===== src/rtl/uart_tx_arbiter_pkg.sv =====
// Shared definitions for the UART transmit arbiter: requester count, ack
// timeout default, FSM state encoding and a one-hot helper.
package uart_tx_arbiter_pkg;

   localparam int unsigned NREQ_DEF        = 4;
   localparam int unsigned ACK_TIMEOUT_DEF = 16;

   typedef enum logic [1:0] {
      IDLE      = 2'd0,
      ISSUE     = 2'd1,
      WAIT_ACK  = 2'd2,
      WAIT_DONE = 2'd3
   } arb_state_t;

   function automatic logic [3:0] id_to_onehot(input logic [1:0] id);
      logic [3:0] oh;
      oh     = '0;
      oh[id] = 1'b1;
      return oh;
   endfunction

endpackage


===== src/rtl/uart_tx_arbiter_rr_picker.sv =====
// Combinational round-robin picker: first asserted request scanning upward
// from ptr, wrapping modulo 4.
module rr_picker (
   input  logic [3:0] req,
   input  logic [1:0] ptr,
   output logic       valid,
   output logic [1:0] winner
);

   always_comb begin
      valid  = 1'b0;
      winner = ptr;
      for (int unsigned i = 0; i < 4; i++) begin
         // 2-bit addition wraps, giving the modulo-4 scan order for free
         if (!valid && req[ptr + 2'(i)]) begin
            valid  = 1'b1;
            winner = ptr + 2'(i);
         end
      end
   end

endmodule


===== src/rtl/uart_tx_arbiter.sv =====
// Round-robin arbiter feeding bytes from four requesters into a single UART
// transmitter, with an acknowledge timeout on the transmitter's busy flag.
module uart_tx_arbiter
   import uart_tx_arbiter_pkg::*;
#(
   parameter int unsigned NREQ        = NREQ_DEF,
   parameter int unsigned ACK_TIMEOUT = ACK_TIMEOUT_DEF
) (
   input  logic              clk,
   input  logic              reset,
   input  logic              en,
   input  logic [NREQ-1:0]   req,
   input  logic [8*NREQ-1:0] req_data,
   output logic [NREQ-1:0]   grant,
   output logic [1:0]        active_id,
   output logic              Tx_WR,
   output logic [7:0]        Tx_DATA,
   input  logic              Tx_BUSY,
   output logic              tx_err,
   output logic              arb_busy
);

   localparam int unsigned          CNT_W    = $clog2(ACK_TIMEOUT + 1);
   localparam logic [CNT_W-1:0]     ACK_LAST = CNT_W'(ACK_TIMEOUT - 1);

   arb_state_t       state;
   logic [1:0]       ptr;
   logic [CNT_W-1:0] ack_cnt;
   logic             pick_valid;
   logic [1:0]       pick_id;

   rr_picker u_picker (
      .req    (req),
      .ptr    (ptr),
      .valid  (pick_valid),
      .winner (pick_id)
   );

   always_ff @(posedge clk or posedge reset) begin
      if (reset) begin
         state     <= IDLE;
         ptr       <= '0;
         ack_cnt   <= '0;
         grant     <= '0;
         active_id <= '0;
         Tx_WR     <= 1'b0;
         Tx_DATA   <= '0;
         tx_err    <= 1'b0;
         arb_busy  <= 1'b0;
      end else begin
         tx_err <= 1'b0;
         case (state)
            IDLE: begin
               if (en && !Tx_BUSY && pick_valid) begin
                  state     <= ISSUE;
                  active_id <= pick_id;
                  grant     <= id_to_onehot(pick_id);
                  Tx_WR     <= 1'b1;
                  Tx_DATA   <= req_data[8*pick_id +: 8];
                  arb_busy  <= 1'b1;
               end
            end
            ISSUE: begin
               Tx_WR   <= 1'b0;
               grant   <= '0;
               ptr     <= active_id + 2'd1;
               ack_cnt <= '0;
               state   <= WAIT_ACK;
            end
            WAIT_ACK: begin
               // busy wins over an expiring counter on the same edge
               if (Tx_BUSY) begin
                  state <= WAIT_DONE;
               end else if (ack_cnt == ACK_LAST) begin
                  tx_err   <= 1'b1;
                  arb_busy <= 1'b0;
                  ack_cnt  <= '0;
                  state    <= IDLE;
               end else begin
                  ack_cnt <= ack_cnt + 1'b1;
               end
            end
            WAIT_DONE: begin
               if (!Tx_BUSY) begin
                  arb_busy <= 1'b0;
                  state    <= IDLE;
               end
            end
            default: state <= IDLE;
         endcase
      end
   end

endmodule


===== config.mk =====
export PLATFORM = sky130hd
export DESIGN_NAME = uart_tx_arbiter
export DESIGN_NICKNAME = d
export VERILOG_FILES = /design/src/rtl/uart_tx_arbiter_pkg.sv /design/src/rtl/uart_tx_arbiter_rr_picker.sv /design/src/rtl/uart_tx_arbiter.sv
export SDC_FILE = /design/constraint.sdc
export NUM_CORES = 1
export LEC_CHECK = 0
export ABC_AREA = 1
export BUFFER_PORTS_ARGS = -buffer_cell sky130_fd_sc_hd__buf_4
export CORE_ASPECT_RATIO = 0.7
export CORE_UTILIZATION = 57
export DETAILED_ROUTE_END_ITERATION = 10
export GPL_ROUTABILITY_DRIVEN = 0
export PLACE_DENSITY = 0.89
export SYNTH_ARGS = -nofsm -noshare
export SYNTH_HDL_FRONTEND = slang
export SYNTH_SLANG_ARGS = --single-unit

===== constraint.sdc =====
create_clock -name clk -period 2.93 [get_ports clk]
set_input_delay 0.1465 -clock clk [delete_from_list [all_inputs] [get_ports clk]]
set_output_delay 0.1465 -clock clk [all_outputs]
set_load 0.03 [all_outputs]

==> results.txt, run 1 <==
----------------------------------------------------
[Timing]
  Period Utilization, post-route ... 84.3%
  Slew at the pin closest to its max-slew limit ... 0.942 ns
  Setup_tns ... 0 ns
  Final count of hold timing violations ... 0
  Achievable Freq ... 0.405 GHz
  Clock skew after layout ... 0.00465 ns
  Fin. max-slew vios ... 0
  Setup Viol. Count Final ... 0
  Worst max-slew margin expressed relative to the limit ... 37.1%
  RSZ-0062 raised after global routing ... false
  Slack of the critical path ... 0.461 ns
  Minimum clock period ... 2.47 ns

[Floorplanning]
  Cell row count ... 17
  Initial Utilization ... 62.2%
  Die height ... 52.2 um
  I/O pin count ... 57
  Core Region ... 0.00330 sq mm
  Area enclosed by the die boundary ... 0.00385 sq mm
  Die extent in x ... 73.7 um

[Logic synthesis]
  Top post-synthesis cells by count ... nand2_1, nand3_1, dfrtp_1
  EDFF count, synth ... 0
  Yosys warns ... 0
  Number of nets produced by synthesis ... 341
  Post-synth design cell area ... 0.00205 sq mm
  Part of the Yosys area used for sequential elements ... 31.7%
  Area share of the largest cell type after synthesis ... 31.7%
  Mean instance size in the synthesized netlist ... 6.96 sq um
  Most common cell in the netlist ... nand2_1
  Most common flop cell mapped by yosys ... dfrtp_1
  #FFs+latches synth ... 26
  Top cells by area, synth ... dfrtp_1, nand2_1, nand3_1
  Largest area contributor in the synthesized netlist ... dfrtp_1
  Number of distinct standard cells referenced by the synthesized netlist ... 31
  Cells after Synth ... 295
  Share of synthesized flip-flops with an asynchronous set or reset ... 100%

[Finish]
  Growth of design area from synthesis to finish ... 22.9%
  Share of cells above drive strength 1 ... 26.2%
  Net count, final ... 394
  Antenna fix cells ... 0
  Fillcell total ... 273

[Clock tree]
  Clock-pin slew on the worst setup and hold paths ... 0.09 ns
  Clock Tree Buf Depth ... 2
  Clock insertion delay at the later pin of the skew report ... 0.28 ns
  Library cell used as clock root buffer ... clkbuf_8
  Hold bufs inserted after CTS ... 0
  H-tree levels ... 1
  CTS tree ... done
  Post-cts gate resize count ... 0
  Inserted Clock Buffers ... 3
  Buffers inserted during post-CTS setup optimization ... 0
  Number of clock sinks ... 26

[Global routing]
  Global-route wire length before repair ... 8510 um
  Gr ovfl total ... 0
  Via count of the first global-routing pass ... 1929
  Total Routing Usage GR ... 29.5%
  Largest net degree at the start of global routing ... 27
  Antenna violations before repair ... 0

[Outcome]
  Run status ... complete, no violations

[Critical path]
  Type of element capturing the critical path ... flop
  Setup Crit Path Kind ... reg -> reg
  Signal arrival time at the worst endpoint ... 2.65 ns
  Peak fanout along the critical path ... 17
  Startpoint types ... flop
  Data required time at the worst endpoint ... 3.11 ns

[Drt]
  Total length of routed met2 wires ... 2420 um
  Highest signal layer in the routed design ... met4
  Drt initial violations ... 130
  Vias per cell ... 5.40
  Routed length per placed instance ... 13.0 um
  Via count ... 2128
  Total length of routed wires ... 5140 um
  Met3 wire length ... 373 um
  DR DRC count ... 0
  Drt first pass iters ... 4
  Length of routed wiring on met1 ... 2280 um
  Antenna-violating nets left ... 0

[Power and ir drop]
  Static leakage power ... 0.00142 uW
  Power per cell area ... 1210 mW/mm^2
  Maximum vdd drop ... 0.000815 V

[Placement]
  Estimated wirelength of the detail-placed design ... 3930 um
  Total of buffers placed on input and output ports ... 56
  Dpl ws ... 0.510 ns

[Worst hold path]
  Worst hold path type ... in -> async

[Run]
  Count of max-cap constraint violations ... 0

----------------------------------------------------
==> stage by stage <==
step                      util [%]  instances  total power [uW]  hold slack (ns)  area (sq um)
after floorplan                  -        295              2330            0.187          2050
after global placement        74.3        390              2650            0.415          2450
after detailed placement      74.3        390              2730            0.409          2450
after CTS                     76.5        394              3040            0.109          2520
after global routing          76.5        394              3340            0.179          2520
final                         76.5        394              3050           0.0702          2520
==> worst paths after layout <==
| check | depth (start not counted) | start | slack [ns] | endpoint |
|---|---|---|---|---|
| hold / removal | 2 | reset | 0.07 | grant[2] |
| setup / recovery | 13 | ptr[0] | 0.46 | Tx_DATA[2] |
| min in group clk | 4 | Tx_BUSY | 0.22 | arb_busy |
| max in group asynchronous | 2 | reset | 2.28 | ack_cnt[1] |
| setup reg to reg | 13 | ptr[0] | 0.46 | Tx_DATA[2] |
| hold reg to reg | 2 | arb_busy | 0.50 | arb_busy |
==> worst max-delay path, cell delays in order (launching register included) <==
cell     delay, ns
dfrtp_1       0.67
inv_2         0.24
nand2_1       0.11
nand2_1       0.12
nand2_1       0.14
nand2_4       0.09
nor2_4        0.17
nand4_4       0.31
nand3_1       0.21
nand2_1       0.07
nand2_1       0.06
nand2_1       0.07
nand2_1       0.07
nand2_1       0.05
==> power by group <==
| group | internal (uW) | switching [uW] | total [uW] |
|---|---|---|---|
| clock network | 183 | 121 | 305 |
| logic | 679 | 1420 | 2100 |
| registers | 502 | 144 | 645 |
| total | 1360 | 1680 | 3050 |
==> layout by cell type (no fill, tap or decap) <==
cell	n
o21bai_1	1
clkbuf_8	3
nor2_1	9
a32o_1	1
nand3_2	9
inv_4	1
o21ai_0	4
a211oi_1	1
nand2_2	10
o21ai_1	6
o211ai_1	1
or2_2	1
inv_1	24
nor2_4	1
dfrtp_1	26
nand2_4	3
ha_1	6
nand4_4	3
inv_2	2
xor2_1	1
buf_4	57
nor3_1	2
xnor2_1	1
a21oi_1	6
o2bb2ai_1	1
bufinv_16	1
clkinv_1	1
nand2_1	118
a21o_1	1
nand3_1	46
==> kinds of logic after synthesis <==
family                   synth area share [%]
adder cells (fa/ha/maj)                  3.66
AND/OR/NAND/NOR                          48.0
buffers and inverters                    9.51
AO/OA/AOI/OAI                            6.28
XOR/XNOR                                0.854
flip-flops                               31.7
==> metal layers <==
metal | vias up | global-route usage, %
li1 | 1052 | -
met1 | 995 | 38.3
met2 | 74 | 51.8
met3 | 7 | 5.38
met4 | 0 | 6.09
met5 | - | 0
==> sequential cells by signal (all words and copies together) (netlist names) <==
signal     flops
active_id      2
state          2
ack_cnt        5
Tx_DATA        8
ptr            2
grant          4
Tx_WR          1
arb_busy       1
tx_err         1
==> cell type report <==
class | count | area, sq um | share of cell area [%]
sequential | 26 | 651 | 25.8
tap | 47 | 58.8 | 2.33
clock buffer | 3 | 41.3 | 1.64
multi-input combinational | 232 | 1210 | 47.8
clock inverter | 1 | 30.0 | 1.19
inverter | 28 | 108 | 4.27
timing repair buffer | 57 | 428 | 17.0
Power figures use the tool's default switching activity.
==> run 2: changes to the inputs <==
--- a/config.mk
+++ b/config.mk
@@ -8,10 +8,10 @@
 export ABC_AREA = 1
 export BUFFER_PORTS_ARGS = -buffer_cell sky130_fd_sc_hd__buf_4
 export CORE_ASPECT_RATIO = 0.7
-export CORE_UTILIZATION = 57
+export CORE_UTILIZATION = 53
 export DETAILED_ROUTE_END_ITERATION = 10
 export GPL_ROUTABILITY_DRIVEN = 0
-export PLACE_DENSITY = 0.89
+export PLACE_DENSITY = 0.84
 export SYNTH_ARGS = -nofsm -noshare
 export SYNTH_HDL_FRONTEND = slang
 export SYNTH_SLANG_ARGS = --single-unit
==> constraint.sdc (replaced) <==
create_clock -name clk -period 2.6 [get_ports clk]
set_input_delay 0.13 -clock clk [delete_from_list [all_inputs] [get_ports clk]]
set_output_delay 0.13 -clock clk [all_outputs]
set_load 0.03 [all_outputs]
==> run 2 against run 1 <==
Maximum frequency is 13% higher. Global-route usage down 5.1 points. Combinational power grew 12%. Hold slack worse by 0.0040 ns. Power rose by 11%. Register-to-register slack worse by 0.04 ns.
==> results.txt, run 2 (synthesized netlist as in run 1, its figures left out) <==
----------------------------------------------------
[Finish]
  Most common library cell in the layout ignoring fill and taps ... nand2_1
  Registers with the most flip-flops ... Tx_DATA x8, ack_cnt x5, grant x4
  Final standard cell count with taps included and fillers excluded ... 398
  Final Core Density ... 70.3%
  Largest register FFs ... 8
  Antenna fix cells ... 0
  Leading cell types in the layout, fill and taps excluded ... nand2_1, buf_4, nand3_1
  Growth of design area from synthesis to finish ... 23.5%
  Fillcell total ... 325
  Net count, final ... 395
  Register bank with the most flops ... Tx_DATA
  Share of cells above drive strength 1 ... 26.4%

[Clock tree]
  Buffers inserted during post-CTS setup optimization ... 0
  Hold bufs inserted after CTS ... 0
  Post-cts gate resize count ... 0
  CTS tree ... done
  Clock Tree Buf Depth ... 2
  Clock insertion delay at the later pin of the skew report ... 0.28 ns
  Library cell used as clock root buffer ... clkbuf_8
  Clock-pin slew on the worst setup and hold paths ... 0.09 ns
  H-tree levels ... 1
  Inserted Clock Buffers ... 3
  Number of clock sinks ... 26

[Timing]
  RSZ-0062 raised after global routing ... false
  Final count of hold timing violations ... 0
  Achievable Freq ... 0.458 GHz
  Period Utilization, post-route ... 83.9%
  Fin. max-slew vios ... 0
  Slack of the critical path ... 0.418 ns
  Minimum clock period ... 2.18 ns
  Setup_tns ... 0 ns
  Worst max-slew margin expressed relative to the limit ... 36.0%
  Clock skew after layout ... 0.00882 ns
  Setup Viol. Count Final ... 0
  Slew at the pin closest to its max-slew limit ... 0.959 ns

[Floorplanning]
  Cell row count ... 18
  Initial Utilization ... 56.9%
  Core Region ... 0.00360 sq mm
  Die extent in x ... 76.4 um
  Die height ... 54.1 um
  I/O pin count ... 57
  Area enclosed by the die boundary ... 0.00413 sq mm

[Critical path]
  Slack of the worst reg-to-reg path ... 0.42 ns
  Setup Crit Path Kind ... reg -> reg
  Data required time at the worst endpoint ... 2.80 ns
  Startpoint types ... flop
  Sequence of cells on the critical path ... inv_2 -> nand2_1 -> nand2_1 -> nand2_1 -> nand2_2 -> inv_1 -> nand3_1 -> nand3_1 -> nor2_1 -> nand3_1 -> o21ai_1
  Delay of the slowest critical-path stage ... 0.43 ns
  Number of cells on the worst reg-to-reg path ... 11
  Startpoint of the worst-slack reg-to-reg timing path ... ptr[0]
  Cell with the largest stage delay on the worst path ... dfrtp_1
  Signal arrival time at the worst endpoint ... 2.38 ns
  Reg2Reg Capture Point ... grant[0]
  Type of element capturing the critical path ... flop
  Peak fanout along the critical path ... 13

[Drt]
  Met3 wire length ... 288 um
  Vias per cell ... 5.21
  Highest signal layer in the routed design ... met4
  Total length of routed wires ... 4770 um
  Total length of routed met2 wires ... 2030 um
  Routed length per placed instance ... 12.0 um
  Via count ... 2074
  Antenna-violating nets left ... 0
  Drt first pass iters ... 4
  Drt initial violations ... 121
  Length of routed wiring on met1 ... 2410 um
  DR DRC count ... 0

[Outcome]
  Run status ... complete, no violations

[Global routing]
  Gr ovfl total ... 0
  Largest net degree at the start of global routing ... 27
  Antenna violations before repair ... 0
  Via count of the first global-routing pass ... 1736
  Total Routing Usage GR ... 24.4%
  Global-route wire length before repair ... 7940 um

[Power and ir drop]
  Power per cell area ... 1340 mW/mm^2
  Overall power consumption ... 3400 uW
  Static leakage power ... 0.00143 uW
  Maximum vdd drop ... 0.000872 V

[Run]
  Count of max-cap constraint violations ... 0

[Placement]
  Dpl ws ... 0.442 ns
  Estimated wirelength of the detail-placed design ... 3590 um
  Total instance count after detailed placement ... 394
  Total of buffers placed on input and output ports ... 56

[Worst hold path]
  Worst hold path type ... in -> async

----------------------------------------------------
-- run 2: cell types whose count changed in the layout (fill, tap and decap cells not counted) --
cell and delta:
buf_4 +1
-- run 2: worst max path at each step --
stage	end	slack [ns]	start
2_1_floorplan	Tx_DATA[7]	0.83	ptr[0]
6_report	grant[0]	0.42	ptr[0]
3_3_place_gp	grant[1]	0.45	ptr[0]
4_1_cts	grant[1]	0.42	ptr[0]
5_1_grt	grant[3]	0.09	ptr[0]
3_5_place_dp	grant[0]	0.44	ptr[0]
-- run 2: worst max-delay path, delay by kind of cell (launching register included) --
family	cells	cell delay, ns
compound gates	1	0.10
buf+inv	2	0.29
flops	1	0.43
simple gates	8	1.31
-- run 2: layer usage --
layer  vias to the layer above  GRT usage (%)
li1                       1060              -
met1                       940           34.5
met2                        68           38.6
met3                         6           5.76
met4                         0           4.81
met5                         -              0
-- run 2: cell type report --
| cell class | count | area (sq um) | share of cell area (%) |
|---|---|---|---|
| clock buffers | 3 | 41.3 | 1.63 |
| clock inverters | 1 | 30.0 | 1.19 |
| inverters | 28 | 108 | 4.25 |
| multi-input cells | 232 | 1210 | 47.6 |
| flip-flops and latches | 26 | 651 | 25.7 |
| well taps | 50 | 62.6 | 2.47 |
| repair buffers | 58 | 435 | 17.2 |
-- run 2: power by group --
| part | internal, uW | leakage [uW] | switching (uW) |
|---|---|---|---|
| registers | 566 | 0.000338 | 135 |
| logic | 775 | 0.00105 | 1580 |
| clock network | 206 | 0.0000357 | 130 |
-- run 2: stage by stage --
stage               cell area [sq um]  hold WS [ns]
global placement                 2460         0.402
floorplan                        2050         0.170
CTS                              2530         0.105
finish                           2530        0.0662
global route                     2530         0.150
detailed placement               2460         0.404
